### src/rtl/fetch_unit.sv
// rtl/fetch_unit.sv - Instruction fetch unit: single-outstanding imem requester feeding the IF/ID register
module fetch_unit #(
    parameter logic [31:0] RESET_PC = 32'h0000_0000
) (
    input  logic        clk,
    input  logic        reset,
    input  logic        stall,
    input  logic        redirect,
    input  logic [31:0] redirect_pc,
    output logic        imem_req,
    output logic [31:0] imem_addr,
    input  logic        imem_gnt,
    input  logic        imem_rvalid,
    input  logic [31:0] imem_rdata,
    output logic        valid_f,
    output logic [31:0] instr_f,
    output logic [31:0] pc_f,
    output logic [31:0] pcplus4_f
);

    typedef enum logic [1:0] {
        S_REQ  = 2'd0,
        S_WAIT = 2'd1,
        S_HOLD = 2'd2
    } state_t;

    state_t      state_q, state_d;
    logic [31:0] pc_q, pc_d;
    logic [31:0] buf_q, buf_d;
    logic        drop_q, drop_d;
    logic        req_c;
    logic        valid_c;
    logic [31:0] addr_c;
    logic [31:0] pc_next;

    assign pc_next = pc_q + 32'd4;

    always_ff @(posedge clk or negedge reset) begin
        if (!reset) begin
            state_q <= S_REQ;
            pc_q    <= RESET_PC;
            buf_q   <= 32'h0;
            drop_q  <= 1'b0;
        end else begin
            state_q <= state_d;
            pc_q    <= pc_d;
            buf_q   <= buf_d;
            drop_q  <= drop_d;
        end
    end

    always_comb begin
        state_d = state_q;
        pc_d    = pc_q;
        buf_d   = buf_q;
        drop_d  = drop_q;
        req_c   = 1'b0;
        valid_c = 1'b0;
        addr_c  = pc_q;

        case (state_q)
            S_REQ: begin
                req_c = 1'b1;
                if (imem_gnt) begin
                    state_d = S_WAIT;
                end
            end
            S_WAIT: begin
                if (imem_rvalid) begin
                    if (drop_q) begin
                        drop_d  = 1'b0;
                        state_d = S_REQ;
                    end else begin
                        buf_d   = imem_rdata;
                        state_d = S_HOLD;
                    end
                end
            end
            S_HOLD: begin
                valid_c = 1'b1;
                if (!stall) begin
                    // Consume and issue the next sequential fetch in the same cycle.
                    pc_d    = pc_next;
                    req_c   = 1'b1;
                    addr_c  = pc_next;
                    state_d = imem_gnt ? S_WAIT : S_REQ;
                end
            end
            default: begin
                state_d = S_REQ;
            end
        endcase

        // Redirect beats stall and every other transition; an in-flight response is dropped.
        if (redirect) begin
            req_c   = 1'b0;
            valid_c = 1'b0;
            pc_d    = {redirect_pc[31:2], 2'b00};
            buf_d   = buf_q;
            if (state_q == S_WAIT) begin
                if (imem_rvalid) begin
                    drop_d  = 1'b0;
                    state_d = S_REQ;
                end else begin
                    drop_d  = 1'b1;
                    state_d = S_WAIT;
                end
            end else begin
                drop_d  = drop_q;
                state_d = S_REQ;
            end
        end
    end

    assign imem_req  = req_c & reset;
    assign imem_addr = {addr_c[31:2], 2'b00};
    assign valid_f   = valid_c & reset;
    assign instr_f   = buf_q;
    assign pc_f      = pc_q;
    assign pcplus4_f = pc_next;

endmodule

### config.mk
export PLATFORM = sky130hd
export DESIGN_NAME = fetch_unit
export DESIGN_NICKNAME = d
export VERILOG_FILES = /design/src/rtl/fetch_unit.sv
export SDC_FILE = /design/constraint.sdc
export NUM_CORES = 1
export LEC_CHECK = 0
export BUFFER_PORTS_ARGS = -buffer_cell sky130_fd_sc_hd__buf_4
export CAP_MARGIN = 20
export CORE_MARGIN = 8
export CORE_UTILIZATION = 36
export DETAILED_ROUTE_END_ITERATION = 12
export GPL_TIMING_DRIVEN = 0
export PLACE_DENSITY = 0.68
export SYNTH_ARGS = -nofsm -noshare
export SYNTH_HDL_FRONTEND = slang
export SYNTH_SLANG_ARGS = --single-unit
### constraint.sdc
create_clock -name clk -period 5.8 [get_ports clk]
set_input_delay 0.58 -clock clk [delete_from_list [all_inputs] [get_ports clk]]
set_output_delay 0.58 -clock clk [all_outputs]
set_load 0.01 [all_outputs]
After elaboration in Yosys (flattened, before gate mapping)
Cells that the tools add are included.
{"block": "classes", "n_addsub": 1, "n_reduce_logical": 7, "eq_ne": 6, "bitwise_logic": 4, "mux": 22}
{"cell": "2-to-1 mux 32 bit", "n": 3}
{"cell": "adder 32 x 3 -> 32 bit, second input constant", "n": 1}
{"cell": "2-to-1 mux 2 bit", "n": 6}
{"cell": "2-to-1 mux 1 bit", "n": 11}
{"cell": "inequality test 3 bit, second input constant", "n": 3}
{"cell": "case mux 2 bit (3 select lines)", "n": 1}
{"cell": "AND reduction 2 bit", "n": 2}
{"cell": "AND reduction 4 bit", "n": 1}
{"cell": "nonzero test 2 bit", "n": 2}
{"cell": "AND reduction 3 bit", "n": 1}
{"cell": "AND 1 bit", "n": 2}
{"cell": "equality test 2 x 1 -> 1 bit, second input constant", "n": 1}
{"cell": "equality test 2 bit, second input constant", "n": 1}
{"cell": "zero test 2 bit", "n": 1}
{"cell": "inequality test 2 x 1 -> 1 bit, second input constant", "n": 1}
{"cell": "NOT 1 bit", "n": 2}
{"cell": "case mux 1 bit (2 select lines)", "n": 1}
{"block": "word_totals", "inputBits": 70, "ff_bits": 67}

Depth between registers and ports, before layout
{"block": "depth", "ltp_word": 4, "ltp_mapped": 7, "ltp_nobuf": 5}

Worst setup path after synthesis
No wires, ideal clock.
{"block": "synth_path", "path_kind": "input-to-output", "startpoint": "input stall", "endpoint": "output imem_addr[17]", "required_time_ps": 5220, "stages": 5, "setup_slack_ps": 3100, "arrival_time_ps": 2120, "path_cell_list": "or3b_1 > buf_2 > or4_4 > or4b_1 > nand2_1"}
{"block": "synth_between", "elab_chain_cells": 2}
{"element": "from (decl)", "line_no": "7", "rtl": "input logic stall,"}
{"element": "2-to-1 mux 32 bit"}
{"element": "2-to-1 mux 32 bit", "line_no": "61", "rtl": "case (state_q)"}
{"element": "to (decl)", "line_no": "11", "rtl": "output logic [31:0] imem_addr,"}
Every way passes these cells. The select of a mux whose other input is x is not followed.

Worst setup path after layout
{"block": "layout_path", "startpoint": "register pc_q[10] (netlist: pc_f[10])", "endpoint": "output pcplus4_f[25]"}
{"block": "layout_between", "elab_chain_cells": 1}
{"element": "from (decl)", "line_no": "28", "rtl": "logic [31:0] pc_q, pc_d;"}
{"element": "from (signal assigned)", "line_no": "46", "rtl": "pc_q <= pc_d;"}
{"element": "adder 32 x 3 -> 32 bit", "line_no": "36", "rtl": "assign pc_next = pc_q + 32'd4;"}
{"element": "to (decl)", "line_no": "18", "rtl": "output logic [31:0] pcplus4_f"}
Every way passes these cells.

==> impl_metrics.env <==
export IMPL_tightest_slew_ns=1.01
export IMPL_ys_warn_count=0
export IMPL_drc=0
export IMPL_timing_rr_end="pc_f[15]$_DFF_PN0_"
export IMPL_synth_edf_count=0
export IMPL_ys_types=47
export IMPL_crit_path_frequent_cell="buf_2"
export IMPL_design_core_area_um2=10700
export IMPL_fmax_mhz=292
export IMPL_cts_buffers=9
export IMPL_final_antenna_net_count=0
export IMPL_die_y_um=120
export IMPL_path_clk_slew_ns=0.08
export IMPL_dr_total_vias=3864
export IMPL_grtUsageTotal_pct=18.9
export IMPL_cp_max_fo=10
export IMPL_path_buf_inv=4
export IMPL_skew_ns=0.00838
export IMPL_grt_pass1_vias=4153
export IMPL_pre_cts_ws_ns=2.64
export IMPL_row_count=38
export IMPL_worst_ir_drop_vdd_uv=282
export IMPL_syn_inst=398
export IMPL_syn_cell_area_um2=3860
export IMPL_postCtsResizedCells=0
export IMPL_routed_wirelength_um=13800
export IMPL_timing_reg2reg_worst_path_depth=7
export IMPL_cts_tree="built"
export IMPL_final_util_pct=53.8
export IMPL_rsz0062_at_grt="false"
export IMPL_place_hpwl_um=10900
export IMPL_period_share_pct=59.0
export IMPL_drtIter0Drc=219
export IMPL_finalSetupViolations=0
export IMPL_finalNetCount=675
export IMPL_clkSinkCount=65
export IMPL_worstSetupEndpointType="output pin"
export IMPL_htree_levels=3
export IMPL_criticalPathCategory="flip-flop to output pin"
export IMPL_first_pass_iters=4
export IMPL_synth_ff_latch_count=65
export IMPL_outcome="completed"
export IMPL_gp_congestion=0.801
export IMPL_slew_headroom_pct=31.8
export IMPL_worstReg2RegStart="pc_f[10]$_DFF_PN0_"
export IMPL_start_util_pct=36.3
export IMPL_r2r_setup_slack_ns=3.34
export IMPL_ys_flop_type="dfrtp_1"
export IMPL_dieArea_um2=14300
export IMPL_arrival_ns=2.84
export IMPL_viasPerCell=5.16
export IMPL_grt_pass1_wl_um=21700
export IMPL_finalMaxSlewViolations=0
export IMPL_cp_data_required_time_ns=5.22
export IMPL_post_cts_setup_buffers=0
export IMPL_maxCapViolCount=0
export IMPL_path_delay_family="simple AND/OR/NAND/NOR gates"
export IMPL_min_path_type="input pin to asynchronous set/reset pin"
export IMPL_layout_commonest_cell="buf_4"
export IMPL_startpoint_type="flip-flop"
export IMPL_clockBufferDepth=2
export IMPL_slowest_delay_ns=0.61
export IMPL_drive_gt1_share_pct=44.8
export IMPL_most_common_layout_cells="198 x buf_4, 65 x dfrtp_1, 43 x nand2_1, 43 x mux2_2, 30 x nor2_1"
export IMPL_async_reset_ff_share_pct=100
export IMPL_antenna_found_initial=0
export IMPL_grt_max_degree=68
export IMPL_clock_latency_ns=0.34
export IMPL_die_width_um=120
export IMPL_finalWorstPathRequiredPeriod_ns=3.42
export IMPL_syn_avg_cell_area_um2=9.71
export IMPL_cts_hold_buf=0
export IMPL_hold_viol_final=0
export IMPL_cp_cell_sequence="buf_2 -> nand4_2 -> or4_1 -> buf_2 -> buf_1 -> nor3_1 -> xor2_1 -> buf_4"
export IMPL_p_per_area_nw_per_um2=324
export IMPL_hold_worst_slack_ns=0.344
export IMPL_cts_root_buf="clkbuf_8"
export IMPL_fin_tns_setup_ns=0
export IMPL_area_growth_pct=48.2
export IMPL_critPathSlowestCell="or4_1"
export IMPL_grt_overflow=0
export IMPL_setup_ws_ns=2.38
export IMPL_leakage_nw=2.63
export IMPL_routedWlPerCell_um=18.4
export IMPL_diodes=0
export IMPL_io_pins=200
export IMPL_yosysSeqAreaShare_pct=42.1
export IMPL_portBuffers=190
[report_power, final]
group | internal (mW) | switching, mW | leakage [nW]
Combinational | 0.384 | 0.310 | 1.75
Clock | 0.288 | 0.189 | 0.121
Sequential | 0.590 | 0.0957 | 0.765
Total | 1.26 | 0.594 | 2.63
[per-stage QoR]
| stage | power [mW] | instances | cell area, µm² |
|---|---|---|---|
| after floorplan | 0.989 | 403 | 3880 |
| after global placement | 1.37 | 733 | 5490 |
| after detailed placement | 1.40 | 733 | 5490 |
| after CTS | 1.88 | 749 | 5730 |
| after global routing | 1.96 | 749 | 5730 |
| final | 1.86 | 749 | 5730 |
[metal layers]
| metal | routed length (µm) | global-route usage (%) | share of wire [%] | vias to the layer above |
|---|---|---|---|---|
| met1 | 5430 | 21.1 | 39 | 1828 |
| met5 | 0 | 0 | 0 | - |
| li1 | - | - | - | 1822 |
| met4 | 306 | 7.65 | 2.2 | 0 |
| met3 | 1580 | 8.31 | 12 | 25 |
| met2 | 6460 | 31.2 | 47 | 189 |
[how the worst max path moves through the flow]
| stage | endpoint | start | depth (start not counted) | slack [ns] |
|---|---|---|---|---|
| 2_1_floorplan | imem_addr[17] | stall | 5 | 3.10 |
| 3_3_place_gp | imem_addr[11] | stall | 7 | 2.59 |
| 3_5_place_dp | imem_addr[11] | stall | 7 | 2.64 |
| 4_1_cts | pcplus4_f[25] | pc_f[10]$_DFF_PN0_ | 8 | 2.37 |
| 5_1_grt | pcplus4_f[23] | pc_f[13]$_DFF_PN0_ | 8 | 2.13 |
| 6_report | pcplus4_f[25] | pc_f[10]$_DFF_PN0_ | 8 | 2.38 |
[cells by family (layout without fill, tap and decap cells)]
family                     after synthesis  after routing  share of synthesized area (%)
and+or+nand+nor                        165            165                           23.2
DFF                                     65             65                           42.1
muxes                                   43             43                           12.5
xor gates and xnor gates                42             42                           9.52
buffers and inverters                   41            247                           5.05
AOI/OAI and AO/OA                       40             40                           7.15
adders and majority gates                1              1                          0.324
other                                    1              6                         0.0970
[state kept, by name (all words and copies together) (netlist names)]
signal   count
state_q      2
pc_f        30
drop_q       1
instr_f     32
[area by class of cell]
type                    count  area (µm²)
plain buffers              34         169
fillers                   963        4920
well taps                 140         175
clock inverters             6         116
repair buffers            190        1430
flip-flops and latches     65        1630
clock buffers              10         128
multi-input cells         297        2060
inverters                   7        26.3
[synth_stat cells (2+ instances only)]
cell type | count | area share (%)
a21oi_1 | 3 | 0.39
a221o_1 | 2 | 0.52
a31oi_1 | 14 | 2.3
and2_1 | 3 | 0.49
and3_1 | 4 | 0.65
and4_1 | 7 | 1.6
and4b_1 | 2 | 0.52
buf_1 | 2 | 0.19
buf_2 | 9 | 1.2
buf_4 | 8 | 1.6
clkbuf_1 | 15 | 1.5
dfrtp_1 | 65 | 42
inv_1 | 7 | 0.68
mux2_2 | 43 | 13
nand2_1 | 43 | 4.2
nand2b_1 | 2 | 0.32
nand3_1 | 14 | 1.8
nand3b_1 | 2 | 0.39
nand4_1 | 14 | 2.3
nand4b_1 | 3 | 0.68
nor2_1 | 30 | 2.9
nor2b_1 | 2 | 0.32
nor3_1 | 9 | 1.2
nor4_1 | 7 | 1.1
o21ai_0 | 5 | 0.65
o31a_1 | 2 | 0.45
o31ai_1 | 9 | 1.7
o41ai_1 | 2 | 0.45
or2_2 | 3 | 0.49
or3_1 | 2 | 0.32
or4_1 | 8 | 1.6
or4b_1 | 2 | 0.52
xnor2_1 | 23 | 5.2
xor2_1 | 19 | 4.3
(Power assumes the default switching activity.)
